<file path="config.mk">
export PLATFORM = sky130hd
export DESIGN_NAME = alu_mul_sequencer
export DESIGN_NICKNAME = d
export VERILOG_FILES = /design/src/rtl/alu_pkg.sv /design/src/rtl/alu_mul_sequencer.sv
export SDC_FILE = /design/constraint.sdc
export NUM_CORES = 1
export LEC_CHECK = 0
export CAP_MARGIN = 20
export CORE_MARGIN = 2
export CORE_UTILIZATION = 45
export CTS_BUF_LIST = sky130_fd_sc_hd__clkbuf_16
export DETAILED_ROUTE_END_ITERATION = 16
export HOLD_SLACK_MARGIN = 0.08
export PLACE_DENSITY = 0.74
export SLEW_MARGIN = 20
export SYNTH_ARGS = -nofsm -noshare
export SYNTH_HDL_FRONTEND = slang
export SYNTH_SLANG_ARGS = --single-unit
</file>
<file path="constraint.sdc">
create_clock -name clk -period 2.6 [get_ports clk]
set_input_delay 0.78 -clock clk [delete_from_list [all_inputs] [get_ports clk]]
set_output_delay 0.78 -clock clk [all_outputs]
set_load 0.1 [all_outputs]
</file>
<file path="src/rtl/alu_pkg.sv">
// alu_pkg: opcodes shared between the execute-stage ALU decoder and the
// multiply sequencer, plus the sequencer state encoding.
package alu_pkg;

    localparam int ALU_OP_W    = 3;
    localparam int ALU_SHAMT_W = 5;

    localparam logic [ALU_OP_W-1:0] OP_AND = 3'b000;
    localparam logic [ALU_OP_W-1:0] OP_OR  = 3'b001;
    localparam logic [ALU_OP_W-1:0] OP_ADD = 3'b010;
    localparam logic [ALU_OP_W-1:0] OP_SLL = 3'b100;
    localparam logic [ALU_OP_W-1:0] OP_SRL = 3'b101;
    localparam logic [ALU_OP_W-1:0] OP_SUB = 3'b110;
    localparam logic [ALU_OP_W-1:0] OP_SLT = 3'b111;

    typedef enum logic [2:0] {
        ST_IDLE = 3'd0,
        ST_ADD  = 3'd1,
        ST_SHL  = 3'd2,
        ST_SHR  = 3'd3,
        ST_DONE = 3'd4
    } mul_state_t;

endpackage

</file>
<file path="src/rtl/alu_mul_sequencer.sv">
// alu_mul_sequencer: 32x32 unsigned multiply (low half of the product) built
// from shift-and-add steps on the shared single-cycle ALU. The ALU itself
// lives in the parent; this block only drives its operands while busy.
//
// Optional build macro: ALU_MUL_EARLY_EXIT_EN -- finish as soon as the
// shifted-down multiplier becomes zero instead of always doing WIDTH rounds.
//
// state | meaning
// ------+-----------------------------------------------------------
// IDLE  | waiting for start; ALU parked on AND/0/0/0
// ADD   | prod <= prod + mcand (current multiplier LSB is 1)
// SHL   | mcand <= mcand << 1
// SHR   | mplier <= mplier >> 1, one iteration retired
// DONE  | done pulse, result captured (and bypassed this cycle)
module alu_mul_sequencer
    import alu_pkg::*;
#(
    parameter int WIDTH = 32,
    parameter int CNT_W = 5
) (
    input  logic                   clk,
    input  logic                   reset,
    input  logic                   start,
    input  logic [WIDTH-1:0]       a_in,
    input  logic [WIDTH-1:0]       b_in,
    output logic                   busy,
    output logic                   done,
    output logic [WIDTH-1:0]       result,
    output logic [ALU_OP_W-1:0]    alu_op,
    output logic [WIDTH-1:0]       alu_a,
    output logic [WIDTH-1:0]       alu_b,
    output logic [ALU_SHAMT_W-1:0] alu_shamt,
    input  logic [WIDTH-1:0]       alu_y
);

    localparam logic [CNT_W-1:0] CNT_LAST = CNT_W'(WIDTH - 1);

    mul_state_t       state;
    mul_state_t       state_nxt;
    logic [WIDTH-1:0] mcand;
    logic [WIDTH-1:0] mplier;
    logic [WIDTH-1:0] prod;
    logic [WIDTH-1:0] result_q;
    logic [CNT_W-1:0] cnt;
    logic             last_iter;

    // the final round is either the WIDTH-th shift or, with early exit,
    // the shift that leaves no set bits in the multiplier
`ifdef ALU_MUL_EARLY_EXIT_EN
    assign last_iter = (cnt == CNT_LAST) || (alu_y == '0);
`else
    assign last_iter = (cnt == CNT_LAST);
`endif

    // state register
    always_ff @(posedge clk) begin
        if (reset) begin
            state <= ST_IDLE;
        end else begin
            state <= state_nxt;
        end
    end

    // next-state decode and ALU operand steering
    always_comb begin
        state_nxt = state;
        alu_op    = OP_AND;
        alu_a     = '0;
        alu_b     = '0;
        alu_shamt = '0;
        case (state)
            ST_IDLE: begin
                if (start) begin
                    state_nxt = b_in[0] ? ST_ADD : ST_SHL;
                end
            end
            ST_ADD: begin
                alu_op    = OP_ADD;
                alu_a     = prod;
                alu_b     = mcand;
                state_nxt = ST_SHL;
            end
            ST_SHL: begin
                alu_op    = OP_SLL;
                alu_a     = mcand;
                alu_shamt = ALU_SHAMT_W'(1);
                state_nxt = ST_SHR;
            end
            ST_SHR: begin
                alu_op    = OP_SRL;
                alu_a     = mplier;
                alu_shamt = ALU_SHAMT_W'(1);
                if (last_iter) begin
                    state_nxt = ST_DONE;
                end else begin
                    state_nxt = alu_y[0] ? ST_ADD : ST_SHL;
                end
            end
            ST_DONE: begin
                state_nxt = ST_IDLE;
            end
            default: begin
                state_nxt = ST_IDLE;
            end
        endcase
    end

    // operand, accumulator and iteration registers; ALU result written back
    always_ff @(posedge clk) begin
        if (reset) begin
            mcand    <= '0;
            mplier   <= '0;
            prod     <= '0;
            cnt      <= '0;
            result_q <= '0;
        end else begin
            case (state)
                ST_IDLE: begin
                    if (start) begin
                        mcand  <= a_in;
                        mplier <= b_in;
                        prod   <= '0;
                        cnt    <= '0;
                    end
                end
                ST_ADD: begin
                    prod <= alu_y;
                end
                ST_SHL: begin
                    mcand <= alu_y;
                end
                ST_SHR: begin
                    mplier <= alu_y;
                    cnt    <= cnt + CNT_W'(1);
                end
                ST_DONE: begin
                    result_q <= prod;
                end
                default: begin
                end
            endcase
        end
    end

    // status outputs; result bypasses the capture register during DONE
    always_comb begin
        busy   = (state != ST_IDLE);
        done   = (state == ST_DONE);
        result = (state == ST_DONE) ? prod : result_q;
    end

endmodule

</file>
==> results.md <==
* Worst flop-to-flop path startpoint: state[2]
* Max Slew Vio Count at 0
* Slew margin rel. at 0.4881
* FP Rows at 45
* Total power at 6923 uW
* Die Area at 16290 sq um
* Hold Buf Count CTS at 0
* Routed Antenna Nets at 0
* Die X-Extent at 127.6 microns
* Clock power share at 0.338
* Seq pwr share at 0.345
* WL final at 27.15 mm
* CP cell instances: nor3b_4 -> buf_6 -> clkbuf_16 -> mux2_4 -> buf_12
* GP Congestion at 0.8688
* Skew final at 0.005755 ns
* Die Ht at 127.6 microns
* Power Density at 590.0 nW/um^2
* Worst Setup End Kind: primary output
* Worst reg2reg path endpoint: mcand[5]
* Top_reg_cell synth: dfxtp_1
* Dpl cell area at 10360 sq um
* Worst-Margin Slew at 0.7678 ns
* Nets at 1088
* Vias in the first global route at 7133
* Vias at 7264
* Synthesized flop and latch total at 136
* Root Buffer: clkbuf_16
* Max Cap Violations at 0
* I/O Pins at 205
* WP data arrival at 1.97 ns
* Total grt overflow at 0
* Worst-path fanout max at 6
* Crit share post-route at 1.056
* Core area at 15090 sq um
* Post-synth EDFFs at 0
* Worst setup endpoint: result[22]
* Max Clock Freq at 364.2 MHz
* H-tree levels at 4
* Cell variety after synth at 42
* PnR worst setup slack at -0.1461 ns
* Sequential area share after synthesis at 0.3958
* Post-layout util at 0.7775
* Area Growth Syn to Fin at 70.55%
* Worst Setup SP: state[0]
* CTS sink count at 136
* RSZ-0062 raised after global routing: yes
* DP HPWL at 15.59 mm
* Starting Density at 0.4559
* Endpoints failing setup at 94
* Min-Delay Path Class: register to register
* TritonCTS buffer count at 17
* Final Hold Fails at 0
* Ratio of cells with drive above 1 in the final layout at 0.3730
* Largest net degree at the start of global routing at 75
* Gr usage total at 0.3166
* Cell area after synthesis at 6879 sq um
* Logic gate share of total power at 0.318
* Initial antenna violation count at 0
* Psw at 2344 uW
* Tmin final at 2.746 ns
* Post-Synthesis Cells at 783
* Synth top area share at 0.3958
* Status: complete, but fails checks
* Setup slack, reg-to-reg at 0.38 ns
* Top post-synthesis cells by area: dfxtp_1, mux2_2, nand2_1
* Vias/cell at 6.114
* Mapped Avg Cell Area at 8.786 sq um
* Clk_lat worst skew at 0.43 ns
* Port Buf Inserts at 200
* Critical-path top delay cell: dfxtp_4
* Slowest stage delay, CP at 0.38 ns
* Worst Path Required at 1.82 ns
* Detailed-route wire length per cell at 22.86 microns
* Leakage at 0.004422 uW
* Synth Warn # at 0
* Antenna diodes at 0
* R2R cell count at 6
* Int Pwr at 4578 uW
* Clock Path Buffers at 2
* Nature of the critical path startpoint: register
* Remaining DRCs at 0
* Failing checks: setup timing
* Biggest area consumer among synthesized cells: dfxtp_1
* CTS clk-pin slew, worst paths at 0.05 ns
* Ys async rst share at 0
* Post-Layout Inst Area at 11730 sq um
* First-pass GRT wire length at 39.73 mm
* Switching part of the total power at 0.3386
* DRT Pass-1 Iters at 7
* CTS tree: yes
* VDD IR-drop max at 0.0005301 V
* Worst Path Class, Setup: register to primary output
* Iter 0 DRT Violations at 914
[synth_stat cells (2+ instances only)]
| cell type | number |
|---|---|
| dfxtp_1 | 136 |
| and2_1 | 32 |
| a211oi_1 | 33 |
| buf_2 | 18 |
| a22oi_1 | 28 |
| nand3_1 | 3 |
| nor2b_1 | 35 |
| clkbuf_1 | 41 |
| buf_6 | 9 |
| ha_1 | 2 |
| nand2_1 | 104 |
| mux2_2 | 35 |
| o21ai_0 | 32 |
| a311oi_1 | 30 |
| mux2i_1 | 32 |
| nor2_1 | 34 |
| or3_1 | 2 |
| nor3b_2 | 2 |
| a311oi_2 | 4 |
| buf_4 | 15 |
| nor3_1 | 33 |
| mux2_1 | 29 |
| a21oi_1 | 71 |
| nand3b_1 | 5 |
[worst min-delay path by stage]
stage / startpoint / end / slack (ns) / depth (start not counted)
global route: cnt[4] / cnt[4] / 0.51 / 2
finish: cnt[4] / cnt[4] / 0.48 / 2
detailed placement: cnt[3] / cnt[3] / 0.47 / 1
CTS: cnt[4] / cnt[4] / 0.48 / 2
global placement: cnt[4] / cnt[4] / 0.46 / 2
floorplan: cnt[3] / cnt[3] / 0.44 / 1
[final cells by class]
cell class / count / area (sq um)
fillers: 910 / 3357
inverters: 1 / 8.758
multi-input cells: 564 / 4355
clock buffers: 18 / 450.4
well taps: 188 / 235.2
flip-flops and latches: 136 / 2734
repair buffers: 267 / 3835
clock inverters: 14 / 113.9
[state kept, by name (all words and copies together), names as in the netlist]
register and cells:
cnt 5, state 3, result_q 32, mcand 32, prod 32, mplier 32
[logic make-up after synthesis]
group,after synthesis,synth area share
and+or+nand+nor,260,0.1863
AOI/OAI and AO/OA,202,0.1933
DFF,136,0.3958
muxes,96,0.1513
buffers and inverters,86,0.06912
adders and majority gates,2,0.003637
other,1,0.0005451
[power by group through the flow]
| stage | clock [uW] | combinational (uW) | sequential [uW] |
|---|---|---|---|
| 2_1_floorplan | 0 | 1250 | 2360 |
| 3_3_place_gp | 0 | 1920 | 2400 |
| 3_5_place_dp | 0 | 1940 | 2410 |
| 4_1_cts | 2340 | 2070 | 2370 |
| 5_1_grt | 2440 | 2280 | 2400 |
| 6_report | 2340 | 2200 | 2390 |
[layer usage]
metal	vias up	GRT usage	share of wire
met1	3475	0.3935	0.38
met4	0	0.1248	0.034
met2	494	0.5112	0.48
met5	-	0	0
li1	3201	-	-
met3	94	0.1018	0.10
[worst max-delay path: cells and delay by family (launching register included)]
kind | cells | cell delay (ns)
buffers and inverters | 3 | 0.57
DFF | 1 | 0.38
muxes | 1 | 0.33
and+or+nand+nor | 1 | 0.24
[stage by stage]
step,TNS (ns),worst slack [ns],hold WS (ns),cells
floorplan,-0.5466,-0.4230,0.4426,786
global placement,0,0.03141,0.4586,1123
detailed placement,0,0.02190,0.4711,1123
CTS,-3.942,-0.1028,0.4804,1173
global route,-11.45,-0.1891,0.5110,1188
finish,-6.609,-0.1461,0.4814,1188
[cell usage in the layout (no fill, tap or decap), types with 3 or more instances in the layout]
| cell | n |
|---|---|
| a21oi_1 | 67 |
| buf_6 | 11 |
| nor3b_4 | 3 |
| inv_1 | 3 |
| mux2i_1 | 32 |
| nor2_4 | 29 |
| dfxtp_1 | 133 |
| nor3_1 | 33 |
| a21oi_4 | 4 |
| a311oi_2 | 4 |
| mux2_4 | 35 |
| clkbuf_16 | 21 |
| dfxtp_4 | 3 |
| a22oi_2 | 28 |
| nand3b_1 | 5 |
| nor2_1 | 4 |
| nand3_1 | 3 |
| clkinv_2 | 3 |
| nand2_1 | 101 |
| a211oi_1 | 33 |
| o21ai_0 | 32 |
| mux2_2 | 29 |
| nor2b_1 | 32 |
| nand2_2 | 4 |
| a311oi_1 | 30 |
| clkinv_1 | 5 |
| buf_8 | 4 |
| clkdlybuf4s50_1 | 97 |
| buf_4 | 35 |
| and2_4 | 32 |
| conb_1 | 4 |
| buf_12 | 114 |
[what timing repair did]
item | CTS | global route
pin swaps | 10 | 13
resized for setup | 101 | 43
endpoints found under the setup margin | 100 | 96
cloned | 4 | 5
buffers inserted | 14 | 10
(Power assumes the default switching activity.)
